File: config.mk
export PLATFORM = sky130hd
export DESIGN_NAME = multicycle_ctrl
export DESIGN_NICKNAME = d
export VERILOG_FILES = /design/src/rtl/multicycle_ctrl.sv
export SDC_FILE = /design/constraint.sdc
export NUM_CORES = 1
export LEC_CHECK = 0
export ABC_AREA = 1
export BUFFER_PORTS_ARGS = -buffer_cell sky130_fd_sc_hd__buf_2
export CAP_MARGIN = 10
export CORE_MARGIN = 2
export CORE_UTILIZATION = 54
export DETAILED_ROUTE_END_ITERATION = 10
export MAX_ROUTING_LAYER = met4
export PLACE_DENSITY = 0.81
export SLEW_MARGIN = 30
export SYNTH_ARGS = -nofsm -noshare
export SYNTH_HDL_FRONTEND = slang
export SYNTH_SLANG_ARGS = --single-unit
File: constraint.sdc
create_clock -name clk -period 1.6 [get_ports clk]
set_input_delay 0.16 -clock clk [delete_from_list [all_inputs] [get_ports clk]]
set_output_delay 0.16 -clock clk [all_outputs]
set_load 0.03 [all_outputs]
File: src/rtl/multicycle_ctrl.sv
// Control FSM for a multicycle load/store datapath; `ILLEGAL_TRAP_EN routes unsupported opcodes to a sticky TRAP state.
// Latency: addi 4, ld 5, sd 4, beq 3 cycles with memory always ready; every mem_ready=0 cycle adds one.
// Backpressure: FETCH and MEM hold mem_req high and stall until mem_ready=1.
module multicycle_ctrl #(
    parameter logic [31:0] INSTRET_RST = 32'd0
) (
    input  logic        clk,
    input  logic        reset,
    input  logic [6:0]  opcode,
    input  logic        zero,
    input  logic        mem_ready,
    output logic        mem_req,
    output logic        mem_we,
    output logic        ir_write,
    output logic        pc_write,
    output logic        pc_sel,
    output logic        alu_src,
    output logic [1:0]  alu_op,
    output logic        reg_write,
    output logic        mem_to_reg,
    output logic [2:0]  state,
    output logic [31:0] instret,
    output logic        illegal
);
    typedef enum logic [2:0] {
        FETCH  = 3'd0,
        DECODE = 3'd1,
        EXEC   = 3'd2,
        MEM    = 3'd3,
        WB     = 3'd4,
        TRAP   = 3'd7
    } state_t;

    localparam logic [6:0] OP_IMM = 7'b0010011;
    localparam logic [6:0] OP_LD  = 7'b0000011;
    localparam logic [6:0] OP_SD  = 7'b0100011;
    localparam logic [6:0] OP_BEQ = 7'b1100011;

    state_t      state_q, state_d;
    logic [6:0]  op_q;
    logic [31:0] instret_q;
    logic        retire;

    always_ff @(posedge clk) begin
        if (reset) begin
            state_q   <= FETCH;
            op_q      <= 7'd0;
            instret_q <= INSTRET_RST;
        end else begin
            state_q <= state_d;
            if (state_q == DECODE)
                op_q <= opcode;
            if (retire)
                instret_q <= instret_q + 32'd1;
        end
    end

    always_comb begin
        state_d    = state_q;
        retire     = 1'b0;
        mem_req    = 1'b0;
        mem_we     = 1'b0;
        ir_write   = 1'b0;
        pc_write   = 1'b0;
        pc_sel     = 1'b0;
        alu_src    = 1'b0;
        alu_op     = 2'b00;
        reg_write  = 1'b0;
        mem_to_reg = 1'b0;
        case (state_q)
            FETCH: begin
                mem_req = 1'b1;
                if (mem_ready) begin
                    ir_write = 1'b1;
                    pc_write = 1'b1;
                    state_d  = DECODE;
                end
            end
            DECODE: begin
                case (opcode)
                    OP_IMM, OP_LD, OP_SD, OP_BEQ: state_d = EXEC;
`ifdef ILLEGAL_TRAP_EN
                    default: state_d = TRAP;
`else
                    // Unsupported opcodes retire as a NOP.
                    default: begin
                        state_d = FETCH;
                        retire  = 1'b1;
                    end
`endif
                endcase
            end
            EXEC: begin
                case (op_q)
                    OP_IMM: begin
                        alu_src = 1'b1;
                        alu_op  = 2'b10;
                        state_d = WB;
                    end
                    OP_LD, OP_SD: begin
                        alu_src = 1'b1;
                        state_d = MEM;
                    end
                    OP_BEQ: begin
                        alu_op   = 2'b01;
                        pc_write = zero;
                        pc_sel   = zero;
                        retire   = 1'b1;
                        state_d  = FETCH;
                    end
                    default: state_d = FETCH;
                endcase
            end
            MEM: begin
                mem_req = 1'b1;
                mem_we  = (op_q == OP_SD);
                if (mem_ready) begin
                    retire  = (op_q == OP_SD);
                    state_d = (op_q == OP_SD) ? FETCH : WB;
                end
            end
            WB: begin
                reg_write  = 1'b1;
                mem_to_reg = (op_q == OP_LD);
                retire     = 1'b1;
                state_d    = FETCH;
            end
            TRAP:    state_d = TRAP;
            default: state_d = FETCH;
        endcase
        // Reset silences every strobe, abandoning any in-flight access.
        if (reset) begin
            state_d    = FETCH;
            retire     = 1'b0;
            mem_req    = 1'b0;
            mem_we     = 1'b0;
            ir_write   = 1'b0;
            pc_write   = 1'b0;
            pc_sel     = 1'b0;
            alu_src    = 1'b0;
            alu_op     = 2'b00;
            reg_write  = 1'b0;
            mem_to_reg = 1'b0;
        end
    end

    assign state   = state_q;
    assign instret = instret_q;

`ifdef ILLEGAL_TRAP_EN
    assign illegal = (state_q == TRAP) && !reset;
`else
    assign illegal = 1'b0;
`endif
endmodule

# ---- Word level (Yosys, flattened, before mapping)
# Index checks and enable logic that the tools add are counted.
dict set report op_classes {
  addsub 1
  n_eq_ne 15
  mux 33
  reduce_logical 6
}
# operator n
set ops {}
lappend ops {{32-bit by 1-bit adder with 32-bit output, second input constant} 1}
lappend ops {{1-bit 2-to-1 mux} 22}
lappend ops {{3-bit case mux with 5 select lines} 1}
lappend ops {{7-bit by 2-bit == test with 1-bit output, second input constant} 2}
lappend ops {{7-bit by 5-bit == test with 1-bit output, second input constant} 2}
lappend ops {{7-bit by 6-bit == test with 1-bit output, second input constant} 2}
lappend ops {{7-bit == test, second input constant} 2}
lappend ops {{3-bit 2-to-1 mux} 3}
lappend ops {{3-bit by 2-bit == test with 1-bit output, second input constant} 2}
lappend ops {{3-bit == test, second input constant} 2}
lappend ops {{2-bit 2-to-1 mux} 3}
lappend ops {{3-bit case mux with 2 select lines} 1}
lappend ops {{2-bit != test, second input constant} 2}
lappend ops {{1-bit case mux with 4 select lines} 1}
lappend ops {{2-bit case mux with 2 select lines} 1}
lappend ops {{2-bit OR reduction} 2}
lappend ops {{4-bit OR reduction} 1}
lappend ops {{3-bit by 1-bit == test with 1-bit output, second input constant} 1}
lappend ops {{3-bit logical NOT} 1}
lappend ops {{3-bit OR reduction} 1}
lappend ops {{1-bit case mux with 2 select lines} 1}
lappend ops {{2-bit AND reduction} 1}
dict set report totals {
  reg_bits 42
  in_bits 11
}

# ---- Depth between registers and ports, before layout
# Gate-level depths: netlist of run 1.
dict set report depth {
  depth_word 5
  depth_mapped 13
  ltp_nobuf 12
}

# ---- Least setup slack after synthesis of run 1
# No wires, ideal clock.
dict set report synth_path {
  kind {register to output}
  startpoint {reg state_q[1] (netlist: state[1])}
  endpoint {out mem_we}
  arrival_time_ns 1.771
  slack_ns -0.331
  stages_incl_launch_ff 3
  n_path_buf 0
  cell_sequence {dfxtp_1 -> nand3_2 -> nor4_1}
}
dict set report synth_between {
  elab_chain_cells 3
}
# item line_no
set synth_lines {}
lappend synth_lines {{start, declared} 39} ;# state_t state_q, state_d;
lappend synth_lines {{start signal, assigned} 50} ;# state_q <= state_d;
lappend synth_lines {{3-bit by 2-bit == test with 1-bit output} 70} ;# case (state_q)
lappend synth_lines {{1-bit 2-to-1 mux} 70}
lappend synth_lines {{1-bit 2-to-1 mux} 132} ;# if (reset) begin
lappend synth_lines {{end, declared} 13} ;# output logic mem_we,
# No other way between the ends.

# ---- Final worst setup path of run 1
dict set report layout_path {
  startpoint {reg op_q[2]}
  endpoint {out alu_src}
}
dict set report layout_between {
  elab_chain_cells 5
}
# item line_no
set layout_lines {}
lappend layout_lines {{start, declared} 40} ;# logic [6:0] op_q;
lappend layout_lines {{start signal, assigned} 52} ;# op_q <= opcode;
lappend layout_lines {{7-bit by 6-bit == test with 1-bit output, or another cell as far along} 94} ;# case (op_q)
lappend layout_lines {{3-bit OR reduction (no source line) (*)} --}
lappend layout_lines {{1-bit 2-to-1 mux (*)} 94}
lappend layout_lines {{1-bit 2-to-1 mux (*)} 70}
lappend layout_lines {{1-bit 2-to-1 mux (*)} 132}
lappend layout_lines {{end, declared} 17} ;# output logic alu_src,
# Mark *: on every way between the ends. The rest lies on a longest branch, timed or not.

==> impl_metrics.toml, run 1 <==
[outcome]
outcome = "complete, but fails checks"
violations = "negative setup slack"

[detailed_routing]
top_layer = "met4"
met1Wirelength_microns = 3170
wl_per_cell_microns = 13.1
routed-wl-met3_microns = 394
drc = 0
drt_iter0_markers = 248
first_pass_iters = 5
wl_met2_microns = 3830
dr_total_vias = 3075
ant_nets = 0
via_per_inst = 5.27
finalWirelength_microns = 7640

[sta]
period_needed_ns = 1.72
max_freq_ghz = 0.583
rsz0062_at_grt = "true"
setup_ws_ns = -0.117
skew_ns = 0.00447
setup_viol = 4
whs_ns = 0.0952
finalCritPeriodShare_pct = 107
drv_slew = 0
hold_viol_final = 0

[floorplanning]
initial_core_util_pct = 55.5
die-area_sq_um = 5400
design.core.area_sq_um = 4690
die_x_microns = 73.5
row_count = 25
die_h_microns = 73.5
io_pins = 57

[worst_hold_path]
hold_path.class = "in -> reg"
min-delay-start = "opcode[1]"

[clock_tree]
holdBufCountCts = 0
root_buffer = "clkbuf_8"
cts_max_level = 2
cts_buffer_depth = 2
clock-sinks = 42
tritoncts = "built"
clk_pin_slew_ns = 0.08
cts_buffers = 5
clk_latency_ns = 0.30

[critical_path]
critPathRequiredTime_ns = 1.44
crit_start = "op_q[2]"
end_kind = "output port"
worstPathArrival_ns = 1.56
rrSetupSlack_ns = 0.06
critPathKind = "reg -> out"
cp_common_cell = "buf_6"
cp.buffers_inverters = 3
crit_chain = "inv_2, nand2_2, nor2_4, buf_6, nand4_1, a21oi_2, buf_6"
setup.worst_path.start_class = "flop"
slowest_stage = "dfxtp_2"
r2r-start = "op_q[4]"
cp_top_family = "simple AND/OR/NAND/NOR gates"
crit_fanout = 3
slowest_delay_ns = 0.34

[yosys]
yosysTopAreaCellShare_pct = 32.3
synth_seq_cells = 42
synth_top_family_by_area = "simple AND/OR/NAND/NOR gates"
ys_top_cells_by_area = "dfxtp_1 32%, nand2_1 21%, nor2_1 15%"
synth.mux.area_fraction_pct = 0
avgSynthCellArea_sq_um = 5.83
synth_area_leader_cell = "dfxtp_1"
synth_cell_type_count = 32
syn_inst = 447
yosysWarningCount = 0
synth_compound_area_share_pct = 9.03
synth_fp_nets = 459
netlist_area_sq_um = 2600
synthAdderAreaFrac_pct = 0.480
yosys.area_share.simple_pct = 48.6
seq_area_frac_synth_pct = 32.3
synthXorXnorAreaFrac_pct = 0.672

[cells_and_area]
drive_above_1_share_pct = 30.4
final_cell_mix = "140 x nand2_1, 88 x nor2_1, 48 x buf_2, 38 x inv_1, 29 x buf_4"
antennaDiodeCount = 0
nNetsFinal = 540
area_growth_pct = 32.4
n_fill_cell = 401
final_common_cell = "nand2_1"

[placement]
port-buffer-count = 55
dp_slack_ns = 0.0307
gp_congestion = 0.896
dp.final_hpwl_microns = 5190

[pwr]
power.density_nw_per_um2 = 608
irDropWorstVdd_v = 0.000491
p_leak_nw = 1.45

[flow_run]
maxCapViolations = 0

[global_routing]
grt_max_degree = 22
grt_pass1_wl_microns = 11400
grt_pass1_vias = 2659
grt_usage_pct = 27.7
gr-total-overflow = 0
antenna_found_initial = 0
cells in the mapped netlist:
| cell type | instances |
|---|---|
| nor4_1 | 1 |
| nand2_1 | 147 |
| nand3b_1 | 7 |
| o21ai_0 | 13 |
| buf_2 | 1 |
| xor2_1 | 1 |
| o21bai_1 | 1 |
| nand2_2 | 8 |
| inv_1 | 42 |
| nor3_1 | 2 |
| clkbuf_1 | 6 |
| ha_1 | 1 |
| a21boi_1 | 1 |
| nor3_2 | 1 |
| buf_4 | 2 |
| nand3_2 | 2 |
| nor2_2 | 2 |
| xnor2_1 | 1 |
| nor3b_1 | 1 |
| buf_6 | 2 |
| a21oi_1 | 24 |
| inv_2 | 2 |
| conb_1 | 1 |
| nor2_1 | 103 |
| nand3_1 | 21 |
| a31oi_1 | 1 |
| dfxtp_1 | 42 |
| nor2_4 | 3 |
| nand4_1 | 3 |
| o211ai_1 | 1 |
| o21ai_1 | 3 |
| o22ai_1 | 1 |
per-stage QoR:
step,power (W),setup TNS (ns),std cells,util [%],instance area (sq um)
after floorplan,0.00127,0,447,-,2630
after global placement,0.00134,0,565,65.4,3070
after detailed placement,0.00134,0,565,65.4,3070
after CTS,0.00206,-0.125,576,68.7,3220
after global routing,0.00218,-1.38,583,73.5,3450
final,0.00210,-0.289,583,73.5,3450
repair_timing:
action / CTS / global route
pin swaps: 3 / 10
endpoints found under the setup margin: 6 / 38
gates cloned: 0 / 1
resized for setup: 15 / 57
setup buffers: 3 / 6
layout make-up:
| type | instances | area [sq um] | area share (%) |
|---|---|---|---|
| inverters | 44 | 168 | 4.86 |
| well taps | 54 | 67.6 | 1.96 |
| repair buffers | 84 | 546 | 15.8 |
| multi-input cells | 351 | 1710 | 49.5 |
| clock buffers | 7 | 86.3 | 2.50 |
| flip-flops and latches | 42 | 868 | 25.2 |
| clock inverters | 1 | 5.00 | 0.145 |
flip-flops by register name, indices dropped and copies added (netlist names):
name,cells
instret,32
state,3
op_q,7
tightest hold or removal path, cell delays in order:
cell and delay [ns]:
buf_2 0.09, nor2_1 0.04, nor2_1 0.08
final timing paths:
kind / depth (start not counted) / end
worst min register to register: 2 / instret[31]
worst max register to register: 10 / instret[27]
worst min-delay path: 3 / op_q[1]
worst max-delay path: 7 / alu_src
cells by family after synthesis:
group,count (synthesis)
other,1
adder cells (fa/ha/maj),1
AO/OA/AOI/OAI,45
flip-flops,42
buffers and inverters,55
XOR/XNOR,2
AND/OR/NAND/NOR,301
routing by layer:
metal / GRT usage [%] / vias up
li1: - / 1550
met1: 33.2 / 1383
met2: 45.7 / 118
met3: 4.53 / 24
met4: 12.1 / 0
met5: - / -
power by group:
group | switching (W) | total (W) | internal (W)
Combinational | 0.000183 | 0.000285 | 0.000102
Clock | 0.000372 | 0.000720 | 0.000348
Sequential | 0.0000248 | 0.00109 | 0.00107
Total | 0.000580 | 0.00210 | 0.00152
(Power assumes the default switching activity.)
==> inputs of run 2 (changes only) <==
--- a/config.mk
+++ b/config.mk
@@ -8,11 +8,13 @@
 export ABC_AREA = 1
 export BUFFER_PORTS_ARGS = -buffer_cell sky130_fd_sc_hd__buf_2
 export CAP_MARGIN = 10
+export CELL_PAD_IN_SITES_DETAIL_PLACEMENT = 2
+export CELL_PAD_IN_SITES_GLOBAL_PLACEMENT = 2
 export CORE_MARGIN = 2
-export CORE_UTILIZATION = 54
+export CORE_UTILIZATION = 27
 export DETAILED_ROUTE_END_ITERATION = 10
 export MAX_ROUTING_LAYER = met4
-export PLACE_DENSITY = 0.81
+export PLACE_DENSITY = 0.8
 export SLEW_MARGIN = 30
 export SYNTH_ARGS = -nofsm -noshare
 export SYNTH_HDL_FRONTEND = slang
==> impl_metrics.toml, run 2 (synthesized netlist as in run 1, its figures left out) <==
[placement]
gp_congestion = 0.828
port-buffer-count = 55
dp.final_hpwl_microns = 7880
dp.cells = 650

[cells_and_area]
stdcell_count = 671
final_cell_mix = "140 x nand2_1, 74 x nor2_1, 45 x buf_2, 41 x buf_4, 36 x inv_1"
nNetsFinal = 553
drive_above_1_share_pct = 38.9
n_fill_cell = 1149
antennaDiodeCount = 0
largest_reg_flops = 32
area_growth_pct = 49.0
seq_area_sq_um = 886
final_common_cell = "nand2_1"
multiInputGateArea_sq_um = 1840

[critical_path]
crit_start = "op_q[0]"
r2r_end = "instret[28]"
critPathKind = "reg -> out"
r2r-start = "op_q[2]"
crit_fanout = 3
rrSetupSlack_ns = -0.15
crit_path_end = "alu_src"
critPathRequiredTime_ns = 1.44
end_kind = "output port"
setup.worst_path.start_class = "flop"
r2r.worst_path.cells = 10
worstPathArrival_ns = 1.64

[pwr]
p_int_w = 0.00185
p_leak_nw = 1.59
irDropWorstVdd_v = 0.000389
p_sw_share_pct = 27.0
p_clk_share_pct = 43.3
combinationalPowerShare_pct = 13.5
power_frac_seq_pct = 43.2
p_sw_w = 0.000686
power.density_nw_per_um2 = 654

[clock_tree]
clock-sinks = 42
clk_latency_ns = 0.31
clk_pin_slew_ns = 0.09
root_buffer = "clkbuf_8"
holdBufCountCts = 0
tritoncts = "built"
cts_max_level = 2
cts_buffers = 5
cts_buffer_depth = 2

[detailed_routing]
dr_total_vias = 3300
finalWirelength_microns = 12700
ant_nets = 0
drc = 0
first_pass_iters = 4
via_per_inst = 4.92
wl_per_cell_microns = 18.9
drt_iter0_markers = 71

[worst_hold_path]
hold_path.class = "in -> reg"

[floorplanning]
die-area_sq_um = 10500
design.core.area_sq_um = 9280
initial_core_util_pct = 28.1
row_count = 35
die_h_microns = 102
die_x_microns = 102
io_pins = 57

[global_routing]
grt_pass1_vias = 3552
grt_usage_pct = 22.8
grt_max_degree = 27
antenna_found_initial = 0
grt_pass1_wl_microns = 17800
gr-total-overflow = 0

[sta]
drv_slew = 0
rsz0062_at_grt = "true"
max_freq_ghz = 0.557
finalCritPeriodShare_pct = 112
period_needed_ns = 1.80
setup_ws_ns = -0.196
setup_viol = 29
hold_viol_final = 0
skew_ns = 0.00846
tns_ns = -1.80

[outcome]
outcome = "complete, but fails checks"
violations = "negative setup slack"

[flow_run]
maxCapViolations = 0
[run 2: power by group through the flow]
stage,logic [W],clock network (W),registers (W)
after global placement,0.000240,0,0.00111
after floorplan,0.000152,0,0.00112
after CTS,0.000279,0.00112,0.00109
final,0.000343,0.00110,0.00110
after global routing,0.000367,0.00115,0.00110
after detailed placement,0.000251,0,0.00111
[run 2: worst min-delay path by stage]
stage	start	end	slack [ns]	cells after the start
after floorplan	opcode[0]	op_q[0]	0.29	2
after global placement	opcode[0]	op_q[0]	0.41	3
after detailed placement	opcode[1]	op_q[1]	0.42	3
after CTS	opcode[4]	op_q[4]	0.08	3
after global routing	opcode[2]	op_q[2]	0.10	3
final	opcode[2]	op_q[2]	0.08	3
[run 2: layer usage]
metal	up-vias	part of all wire, %	GRT usage (%)	wire length, microns
met5	-	0	-	0
met4	0	2.6	6.05	326
met3	23	3.1	2.94	389
met2	74	55	43.5	7020
met1	1626	39	24.5	4960
li1	1577	-	-	-
[run 2: timing repair]
| action | 4_1_cts | 5_1_grt |
|---|---|---|
| gates resized for setup | 48 | 77 |
| gates cloned | 1 | 1 |
| setup buffers | 7 | 5 |
| setup endpoints to repair | 32 | 38 |
| pin swaps | 7 | 11 |
[run 2: critical path, cell delays in order, from the launching register on]
cell	delay (ns)
dfxtp_2	0.37
nand2_4	0.06
nor2_4	0.14
buf_6	0.12
nand4_1	0.21
a21oi_2	0.27
buf_6	0.16
[run 2: stage by stage]
stage	cell area, sq um	setup WS [ns]	power (W)	hold slack [ns]	utilization [%]
after global placement	3250	-0.0253	0.00135	0.406	35.0
after global routing	3880	-0.305	0.00262	0.103	41.8
after floorplan	2630	0.0248	0.00127	0.295	-
final	3880	-0.196	0.00254	0.0837	41.8
after CTS	3590	-0.0615	0.00249	0.0837	38.7
after detailed placement	3250	-0.118	0.00136	0.417	35.0
[run 2: final cells by class]
cell class | instances | area share (%)
Clock buffer | 6 | 2.13
Clock inverter | 2 | 1.55
Inverter | 44 | 4.38
Multi-Input combinational cell | 351 | 47.3
Sequential cell | 42 | 22.8
Tap cell | 129 | 4.16
Timing Repair Buffer | 97 | 17.6
